File: src/rtl/mem_hexdump_pkg.sv
// Shared definitions for the memory hex-dump transmitter: state encoding,
// ASCII constants and the nibble-to-ASCII helper.
// Optional feature macro: MEM_HEXDUMP_ADDR_EN (adds the '@addr' header state).
package mem_hexdump_pkg;

  // State encoding kept as plain constants so the state register can be
  // probed and compared like any other vector in legacy tooling.
  typedef logic [2:0] state_t;

  localparam state_t S_IDLE = 3'd0;
  localparam state_t S_RD   = 3'd1;
  localparam state_t S_WAIT = 3'd2;
  localparam state_t S_DIG  = 3'd3;
  localparam state_t S_EOL  = 3'd4;
  localparam state_t S_DONE = 3'd5;
`ifdef MEM_HEXDUMP_ADDR_EN
  localparam state_t S_HDR  = 3'd6;
`endif

  localparam logic [7:0] ASC_0     = 8'h30;
  localparam logic [7:0] ASC_A_OFS = 8'h37;
  localparam logic [7:0] ASC_LF    = 8'h0A;
  localparam logic [7:0] ASC_AT    = 8'h40;

  // Uppercase hex digit for one nibble.
  function automatic logic [7:0] nib2asc(input logic [3:0] nib);
    if (nib < 4'd10) return ASC_0 + {4'h0, nib};
    return ASC_A_OFS + {4'h0, nib};
  endfunction

endpackage

File: src/rtl/mem_hexdump_agen.sv
// Address generator for the hex dump: latches the inclusive range and its
// direction when a dump starts, then steps one address per pulse.
module mem_hexdump_agen
  import mem_hexdump_pkg::*;
#(
  parameter int ADDR_W = 4
) (
  input  logic              clk,
  input  logic              rst_n,
  input  logic              load,
  input  logic [ADDR_W-1:0] start_addr,
  input  logic [ADDR_W-1:0] end_addr,
  input  logic              step,
  output logic [ADDR_W-1:0] cur_addr,
  output logic              last
);

  logic [ADDR_W-1:0] end_r;
  logic              desc;

  // Range latch and stepping; descending when the range is given high-to-low.
  // NOTE: sequential state is assigned with <= so every register samples the
  // pre-edge values of its peers regardless of statement order.
  always_ff @(posedge clk or negedge rst_n) begin
    if (!rst_n) begin
      cur_addr <= '0;
      end_r    <= '0;
      desc     <= 1'b0;
    end else if (load) begin
      cur_addr <= start_addr;
      end_r    <= end_addr;
      desc     <= (start_addr > end_addr);
    end else if (step) begin
      cur_addr <= desc ? (cur_addr - ADDR_W'(1)) : (cur_addr + ADDR_W'(1));
    end
  end

  // The range is inclusive, so the walk stops on reaching end_r and the
  // address can never wrap around the RAM.
  assign last = (cur_addr == end_r);

endmodule

File: src/rtl/mem_hexdump_tx.sv
// Memory hex-dump transmitter: reads an inclusive address range from a
// synchronous-read RAM and streams each word as uppercase ASCII hex, one
// word per line, over a valid/ready byte interface.
// Optional feature macro: MEM_HEXDUMP_ADDR_EN -- when defined, a line
// "@<start_addr in hex>\n" precedes the data.
module mem_hexdump_tx
  import mem_hexdump_pkg::*;
#(
  parameter int DATA_W = 16,
  parameter int ADDR_W = 4
) (
  input  logic              clk,
  input  logic              rst_n,
  input  logic              start,
  input  logic [ADDR_W-1:0] start_addr,
  input  logic [ADDR_W-1:0] end_addr,
  output logic              busy,
  output logic              done,
  output logic              mem_rd,
  output logic [ADDR_W-1:0] mem_addr,
  input  logic [DATA_W-1:0] mem_rdata,
  output logic [7:0]        tx_data,
  output logic              tx_valid,
  input  logic              tx_ready
);

  localparam int NDIG = (DATA_W + 3) / 4;
  localparam int SH_W = NDIG * 4;
  localparam int DCW  = (NDIG > 1) ? $clog2(NDIG) : 1;

  state_t            state;
  state_t            state_nxt;
  logic [SH_W-1:0]   word_sh;
  logic [DCW-1:0]    dig_cnt;
  logic              dig_last;
  logic              agen_load;
  logic              agen_step;
  logic              agen_last;
  logic [ADDR_W-1:0] cur_addr;

  assign agen_load = (state == S_IDLE) && start;
  assign agen_step = (state == S_EOL) && tx_ready && !agen_last;
  assign dig_last  = (dig_cnt == DCW'(NDIG - 1));

  mem_hexdump_agen #(
    .ADDR_W (ADDR_W)
  ) u_agen (
    .clk        (clk),
    .rst_n      (rst_n),
    .load       (agen_load),
    .start_addr (start_addr),
    .end_addr   (end_addr),
    .step       (agen_step),
    .cur_addr   (cur_addr),
    .last       (agen_last)
  );

`ifdef MEM_HEXDUMP_ADDR_EN
  localparam int ADIG  = (ADDR_W + 3) / 4;
  localparam int HSH_W = ADIG * 4;
  localparam int HCW   = $clog2(ADIG + 2);

  // Header byte index: 0 is '@', 1..ADIG are address digits, ADIG+1 is LF.
  logic [HSH_W-1:0] hdr_sh;
  logic [HCW-1:0]   hdr_idx;
  logic             hdr_last;

  assign hdr_last = (hdr_idx == HCW'(ADIG + 1));

  // Header sequencer: snapshot start_addr on accept, shift a digit out per
  // accepted digit byte.
  always_ff @(posedge clk or negedge rst_n) begin
    if (!rst_n) begin
      hdr_sh  <= '0;
      hdr_idx <= '0;
    end else if (agen_load) begin
      hdr_sh  <= HSH_W'(start_addr);
      hdr_idx <= '0;
    end else if ((state == S_HDR) && tx_ready) begin
      hdr_idx <= hdr_idx + HCW'(1);
      if (hdr_idx != '0) hdr_sh <= hdr_sh << 4;
    end
  end
`endif

  // Next-state logic; every transition out of a byte-emitting state waits
  // for the sink to accept the current byte.
  // NOTE: state_nxt is defaulted first so no path through the case leaves it
  // unassigned, which would otherwise infer a latch.
  always_comb begin
    state_nxt = state;
    case (state)
      S_IDLE: begin
`ifdef MEM_HEXDUMP_ADDR_EN
        if (start) state_nxt = S_HDR;
`else
        if (start) state_nxt = S_RD;
`endif
      end
`ifdef MEM_HEXDUMP_ADDR_EN
      S_HDR:  if (tx_ready && hdr_last) state_nxt = S_RD;
`endif
      S_RD:   state_nxt = S_WAIT;
      S_WAIT: state_nxt = S_DIG;
      S_DIG:  if (tx_ready && dig_last) state_nxt = S_EOL;
      S_EOL:  if (tx_ready) state_nxt = agen_last ? S_DONE : S_RD;
      S_DONE: state_nxt = S_IDLE;
      default: state_nxt = S_IDLE;
    endcase
  end

  // State register plus the word shift register feeding the digit stream.
  // The shift register only moves on acceptance, which keeps tx_data stable
  // for as long as the sink stalls.
  always_ff @(posedge clk or negedge rst_n) begin
    if (!rst_n) begin
      state   <= S_IDLE;
      word_sh <= '0;
      dig_cnt <= '0;
    end else begin
      state <= state_nxt;
      if (state == S_WAIT) begin
        word_sh <= SH_W'(mem_rdata);
        dig_cnt <= '0;
      end else if ((state == S_DIG) && tx_ready) begin
        word_sh <= word_sh << 4;
        dig_cnt <= dig_cnt + DCW'(1);
      end
    end
  end

  // Byte stream is decoded straight from the state so an asynchronous reset
  // drops tx_valid and clears tx_data without waiting for a clock edge.
  always_comb begin
    tx_valid = 1'b0;
    tx_data  = 8'h00;
    case (state)
`ifdef MEM_HEXDUMP_ADDR_EN
      S_HDR: begin
        tx_valid = 1'b1;
        if (hdr_idx == '0)  tx_data = ASC_AT;
        else if (hdr_last)  tx_data = ASC_LF;
        else                tx_data = nib2asc(hdr_sh[HSH_W-1 -: 4]);
      end
`endif
      S_DIG: begin
        tx_valid = 1'b1;
        tx_data  = nib2asc(word_sh[SH_W-1 -: 4]);
      end
      S_EOL: begin
        tx_valid = 1'b1;
        tx_data  = ASC_LF;
      end
      default: begin
        tx_valid = 1'b0;
        tx_data  = 8'h00;
      end
    endcase
  end

  // Status and RAM port; mem_addr simply follows the walker, which holds its
  // last value while idle.
  assign busy     = (state != S_IDLE);
  assign done     = (state == S_DONE);
  assign mem_rd   = (state == S_RD);
  assign mem_addr = cur_addr;

endmodule
File: config.mk
export PLATFORM = sky130hd
export DESIGN_NAME = mem_hexdump_tx
export DESIGN_NICKNAME = d
export VERILOG_FILES = /design/src/rtl/mem_hexdump_pkg.sv /design/src/rtl/mem_hexdump_agen.sv /design/src/rtl/mem_hexdump_tx.sv
export SDC_FILE = /design/constraint.sdc
export NUM_CORES = 1
export LEC_CHECK = 0
export CORE_UTILIZATION = 50
export DETAILED_ROUTE_END_ITERATION = 10
export PLACE_DENSITY_LB_ADDON = 0.3
export SYNTH_ARGS = -nofsm -noshare
export SYNTH_HDL_FRONTEND = slang
export SYNTH_SLANG_ARGS = --single-unit
File: constraint.sdc
create_clock -name clk -period 3.2 [get_ports clk]
set_clock_uncertainty 0.15 [all_clocks]
set_input_delay 0.64 -clock clk [delete_from_list [all_inputs] [get_ports clk]]
set_output_delay 0.64 -clock clk [all_outputs]
set_load 0.02 [all_outputs]
==> impl_metrics.prom, run 1 <==
# TYPE chip_impl_metric gauge
chip_impl_metric{name="synth_largest_type_area_fraction",unit="%"} 42.3
chip_impl_info{name="mostFrequentLayoutCell",value="sky130_fd_sc_hd__clkdlybuf4s50_1"} 1
chip_impl_metric{name="syn-num-nets",unit=""} 223
chip_impl_metric{name="seq_area_frac_synth",unit="%"} 42.3
chip_impl_metric{name="final_number_of_setup_violating_endpoints",unit=""} 0
chip_impl_metric{name="die_height",unit="um"} 61.6
chip_impl_metric{name="timing_hold_violations_final",unit=""} 0
chip_impl_metric{name="finish.net_count",unit=""} 265
chip_impl_metric{name="global_route.overflow_total",unit=""} 0
chip_impl_metric{name="cts_buffer_depth",unit=""} 2
chip_impl_info{name="end_kind",value="output pin"} 1
chip_impl_info{name="synth_top_cell_by_area",value="sky130_fd_sc_hd__dfrtp_1"} 1
chip_impl_info{name="main_area_contributors_after_synthesis",value="sky130_fd_sc_hd__dfrtp_1 (42%), sky130_fd_sc_hd__mux2i_1 (7.3%), sky130_fd_sc_hd__nand2_1 (7.2%)"} 1
chip_impl_metric{name="ir_worst_vdd",unit="V"} 0.000357
chip_impl_metric{name="route.final.wire_length",unit="um"} 3270
chip_impl_metric{name="period_needed",unit="ns"} 2.85
chip_impl_metric{name="standard_cell_rows",unit=""} 21
chip_impl_metric{name="drive_above_1_share",unit="%"} 9.25
chip_impl_metric{name="total_die_area",unit="um^2"} 3790
chip_impl_metric{name="worst_slack",unit="ns"} 0.349
chip_impl_metric{name="drt_first_pass_iters",unit=""} 4
chip_impl_metric{name="drc_errors",unit=""} 0
chip_impl_metric{name="synthesis.area",unit="um^2"} 1780
chip_impl_metric{name="h_tree_lvl_count",unit=""} 2
chip_impl_info{name="final_cell_mix",value="sky130_fd_sc_hd__clkdlybuf4s50_1 (42), sky130_fd_sc_hd__nand2_1 (34), sky130_fd_sc_hd__dfrtp_1 (30)"} 1
chip_impl_metric{name="insertion_delay",unit="ns"} 0.33
chip_impl_metric{name="number_of_antenna_violations_at_the_first_check_in_global_routing",unit=""} 0
chip_impl_metric{name="final-max-slew-violation-count",unit=""} 0
chip_impl_metric{name="area_delta_synth_final",unit="%"} 27.8
chip_impl_metric{name="numPortBuffers",unit=""} 42
chip_impl_metric{name="initial_utilization",unit="%"} 52.8
chip_impl_metric{name="cts_resized",unit=""} 0
chip_impl_metric{name="power_density",unit="nW/um^2"} 874
chip_impl_metric{name="num-fill-cells",unit=""} 294
chip_impl_metric{name="boundaryPins",unit=""} 44
chip_impl_info{name="clk_root_buffer_cell",value="sky130_fd_sc_hd__clkbuf_4"} 1
chip_impl_metric{name="place_ws",unit="ns"} 0.721
chip_impl_metric{name="post_cts.repair.setup_buffers",unit=""} 0
chip_impl_metric{name="grtUsageTotal",unit="%"} 19.7
chip_impl_metric{name="grt_start_max_net_pins",unit=""} 35
chip_impl_metric{name="vias_per_cell",unit=""} 5.06
chip_impl_metric{name="tritoncts.num_buffers",unit=""} 5
chip_impl_metric{name="via_count_of_the_first_global_routing_pass",unit=""} 1208
chip_impl_metric{name="antenna_viol_nets_final",unit=""} 0
chip_impl_info{name="cts_tree",value="built"} 1
chip_impl_metric{name="reg2reg_slack",unit="ns"} 1.28
chip_impl_metric{name="route.detailed.wl_per_inst",unit="um"} 12.0
chip_impl_info{name="rsz0062_at_grt",value="false"} 1
chip_impl_metric{name="antenna-diode-count",unit=""} 0
chip_impl_metric{name="gp_congestion",unit=""} 0.801
chip_impl_info{name="outcome",value="completed"} 1
chip_impl_metric{name="clock_sink_count",unit=""} 30
chip_impl_metric{name="syn-instance-count",unit=""} 186
chip_impl_metric{name="cp_max_fo",unit=""} 4
chip_impl_metric{name="synth_warnings",unit=""} 0
chip_impl_metric{name="syn_avg_cell_area",unit="um^2"} 9.55
chip_impl_metric{name="wp_data_required",unit="ns"} 2.41
chip_impl_metric{name="drtIter0Drc",unit=""} 61
chip_impl_metric{name="width_of_the_die",unit="um"} 61.6
chip_impl_metric{name="cts.clk_slew.worst_paths",unit="ns"} 0.08
chip_impl_metric{name="ctsHoldBuffers",unit=""} 0
chip_impl_info{name="criticalPathCategory",value="flip-flop to output pin"} 1
chip_impl_info{name="holdCritPathClass",value="flip-flop to flip-flop"} 1
chip_impl_metric{name="synth_edf_count",unit=""} 0
chip_impl_metric{name="vias",unit=""} 1382
chip_impl_info{name="setup.worst_path.start_class",value="flip-flop"} 1
chip_impl_metric{name="fmax",unit="MHz"} 351
chip_impl_metric{name="aggregate_negative_setup_slack",unit="ns"} 0
chip_impl_metric{name="max_cap_violations",unit=""} 0
chip_impl_metric{name="p_leak",unit="nW"} 1.03
chip_impl_metric{name="layout_worst_path_cycle_share",unit="%"} 89.1
chip_impl_metric{name="netlist-cell-type-count",unit=""} 39
chip_impl_metric{name="ys_async_sr_fraction",unit="%"} 100
chip_impl_metric{name="arrival",unit="ns"} 2.06
chip_impl_metric{name="synth_seq_cells",unit=""} 30
chip_impl_metric{name="hpwl",unit="um"} 2410
chip_impl_info{name="dominant_register_cell_in_the_synthesized_netlist",value="sky130_fd_sc_hd__dfrtp_1"} 1
chip_impl_metric{name="core_region_area",unit="um^2"} 3360
chip_impl_metric{name="grt_pass1_wl",unit="um"} 5330
[layer usage]
metal | up-vias | global-route usage [%] | wire (um) | share of wire (%)
li1 | 710 | - | - | -
met1 | 632 | 25.8 | 1540 | 47
met2 | 33 | 30.9 | 1530 | 47
met3 | 7 | 5.67 | 147 | 4.5
met4 | 0 | 7.62 | 47 | 1.4
met5 | - | 0 | 0 | 0
[power by group]
| group | internal [mW] | switching, mW | total (mW) |
|---|---|---|---|
| logic | 0.516 | 0.550 | 1.07 |
| clock network | 0.0987 | 0.118 | 0.217 |
| registers | 0.546 | 0.154 | 0.700 |
[path summary, 6_finish.rpt]
kind,startpoint,end,cells after the start
min in group asynchronous,rst_n,dig_cnt[0],2
worst max register to register,u_agen.cur_addr[1],u_agen.cur_addr[3],6
worst max-delay path,word_sh[13],tx_data[1],5
worst min-delay path,word_sh[0],word_sh[0],2
worst min register to register,word_sh[0],word_sh[0],2
max in group asynchronous,rst_n,word_sh[5],2
[sequential cells by signal, indices dropped and copies added, names as in the netlist]
name and flops:
dig_cnt 2, u_agen.end_r 4, word_sh 16, u_agen.desc 1, u_agen.cur_addr 4, state 3
[through the flow]
stage | std cells | total power [mW] | cell area [um^2] | hold slack (ns) | util [%]
after global routing | 273 | 2.15 | 2270 | 0.407 | 67.4
final | 273 | 1.98 | 2270 | 0.376 | 67.4
after CTS | 273 | 2.00 | 2270 | 0.376 | 67.4
after detailed placement | 267 | 1.78 | 2220 | 0.362 | 65.9
after floorplan | 186 | 1.42 | 1780 | 0.194 | -
after global placement | 267 | 1.74 | 2220 | 0.354 | 65.9
[kinds of logic after synthesis]
family	count (synthesis)	synth area share, %
AO/OA/AOI/OAI	34	11.7
buffers and inverters	20	5.22
multiplexers	18	10.7
adder cells (fa/ha/maj)	9	6.77
XOR/XNOR	9	4.44
flip-flops	30	42.3
AND/OR/NAND/NOR	65	18.7
other	1	0.211
[synthesized netlist by cell type (3+ instances only)]
| library cell | number |
|---|---|
| sky130_fd_sc_hd__mux2i_1 | 13 |
| sky130_fd_sc_hd__nor3_1 | 4 |
| sky130_fd_sc_hd__xnor2_1 | 4 |
| sky130_fd_sc_hd__clkbuf_1 | 3 |
| sky130_fd_sc_hd__buf_4 | 4 |
| sky130_fd_sc_hd__mux2_2 | 4 |
| sky130_fd_sc_hd__o21ai_1 | 3 |
| sky130_fd_sc_hd__inv_1 | 11 |
| sky130_fd_sc_hd__a21oi_1 | 4 |
| sky130_fd_sc_hd__nor2_1 | 10 |
| sky130_fd_sc_hd__nand2_1 | 34 |
| sky130_fd_sc_hd__ha_1 | 8 |
| sky130_fd_sc_hd__dfrtp_1 | 30 |
| sky130_fd_sc_hd__xor2_1 | 5 |
| sky130_fd_sc_hd__o21ai_0 | 21 |
[final cells by class]
| cell class | count | area [um^2] | area share, % |
|---|---|---|---|
| multi-input cells | 136 | 932 | 41.1 |
| flip-flops and latches | 30 | 751 | 33.1 |
| repair buffers | 44 | 435 | 19.2 |
| well taps | 46 | 57.6 | 2.54 |
| clock buffers | 6 | 51.3 | 2.26 |
| inverters | 11 | 41.3 | 1.82 |
[worst max-delay path: stages (launching register included)]
cell	delay [ns]
sky130_fd_sc_hd__dfrtp_1	0.41
sky130_fd_sc_hd__inv_1	0.09
sky130_fd_sc_hd__ha_1	0.28
sky130_fd_sc_hd__a211o_1	0.29
sky130_fd_sc_hd__nand2_1	0.07
sky130_fd_sc_hd__clkdlybuf4s50_1	0.60
Power figures use the tool's default switching activity.
==> run 2, diff against run 1 <==
--- a/config.mk
+++ b/config.mk
@@ -7,6 +7,7 @@
 export LEC_CHECK = 0
 export CORE_UTILIZATION = 50
 export DETAILED_ROUTE_END_ITERATION = 10
+export HOLD_SLACK_MARGIN = 0.15
 export PLACE_DENSITY_LB_ADDON = 0.3
 export SYNTH_ARGS = -nofsm -noshare
 export SYNTH_HDL_FRONTEND = slang
==> results of run 2 <==
The final DEF is identical to that of run 1; final timing and power are the same.
==> patch (config.mk and constraints of run 2) <==
`DATA_W`: 16 -> 8.
--- a/src/rtl/mem_hexdump_tx.sv
+++ b/src/rtl/mem_hexdump_tx.sv
@@ -6,7 +6,7 @@
 module mem_hexdump_tx
   import mem_hexdump_pkg::*;
 #(
-  parameter int DATA_W = 16,
+  parameter int DATA_W = 8,
   parameter int ADDR_W = 4
 ) (
   input  logic              clk,
Ports: changed (resized mem_rdata); port bits go from 44 to 36. No check against the original RTL was run, so the function may have changed too.
==> patch against run 2 <==
Total power fell by 22%; design area is 24% lower; register-to-register slack got worse by 0.12 ns; die area decreased by 24%; combinational power fell by 15%; first-iteration DRC count fell by 64%; critical path depth unchanged; sequential cell count decreased by 9; routed wire length is 17% lower; core utilization up 1.3 points; area after synthesis decreased by 25%; setup slack worse by 0.10 ns; largest cell class unchanged; highest routed layer unchanged.
==> patch: results <==
group,metric,value,unit
critical_path,crit_arrival,2.16,ns
hold_path,hold_end,"u_agen.end_r[3]",
yosys,synthXorXnorAreaFrac,5.94,%
sta,whs,0.391,ns
detailed_routing,avgViaCountPerCell,5.22,
grt,use_met2,33.1,%
cts,clkTransAtPathRegs,0.12,ns
grt,grt_pass1_wl,4380,um
layout,reg.largest.list,"word_sh: 8 flops, u_agen.cur_addr: 4 flops, u_agen.end_r: 4 flops",
yosys,synth_fp_nets,174,
yosys,muxShareOfSynthArea,8.29,%
placed_design,place_inst,206,
power_and_ir_drop,ir_drop,0.611,mV
critical_path,cp-startpoint,"state[1]",
yosys,synth_compound_area_share,12.6,%
detailed_routing,vias,1097,
grt,grtUsageTotal,21.6,%
placed_design,place_area,1690,um^2
detailed_routing,drt_wl_total,2700,um
cts,cts_made_buffers,3,
detailed_routing,wl_met2,1280,um
detailed_routing,wl_met1,1310,um
yosys,yosysSeqAreaShare,39.6,%
placed_design,pre_cts_slack,0.601,ns
placed_design,port_buffers,34,
critical_path,worstPathMaxFanout,9,
power_and_ir_drop,p_leak,0.771,nW
grt,met1_usage,30.9,%
placed_design,place_congestion,0.781,
cts,h-tree-depth,1,
layout,drive_gt1_share,9.44,%
run_status,outcome,"finished, final reports clean",
grt,grt_max_degree,22,
detailed_routing,met3WireLength,100,um
placed_design,dpl.hpwl,2120,um
detailed_routing,drc,0,
cts,insertion_delay,0.30,ns
layout,finish.utilization,68.7,%
hold_path,hold_path.startpoint,"u_agen.end_r[3]",
critical_path,ff2ff_setup_slack,1.16,ns
yosys,synthCells,146,
hold_path,holdPathStages,1,
yosys,yosys.area_share.adder,8.11,%
yosys,ys_top_cells_by_count,"nand2_1, dfrtp_1, o21ai_0",
layout,fill_cells,206,
patch: cell count changes after synthesis, sizes merged, moves of 4 or more:
cell / change
o21ai: -7
dfrtp: -9
mux2i: -8
buf: -4
nand2: -9
patch: where the power goes:
group	switching (mW)	internal (mW)
clock	0.0809	0.0465
combinational	0.473	0.432
sequential	0.132	0.383
patch: worst max-delay path: stages (launching register included):
cell and delay, ns:
dfrtp_1 0.49, nand2_1 0.12, or2_1 0.31, a211o_1 0.29, nand2_1 0.06, clkdlybuf4s50_1 0.60
patch: final cells by class:
type | instances | area share [%]
Tap cell | 30 | 2.18
Timing Repair Buffer | 36 | 20.7
Inverter | 10 | 2.18
Multi-Input combinational cell | 109 | 42.8
Clock inverter | 1 | 0.291
Clock buffer | 3 | 1.31
Sequential cell | 21 | 30.6
patch: cell families after synthesis:
logic type	Yosys count
simple gates	55
compound gates	26
flops	21
buf+inv	16
mux	10
xor+xnor	9
fa+ha+maj	8
other cells	1
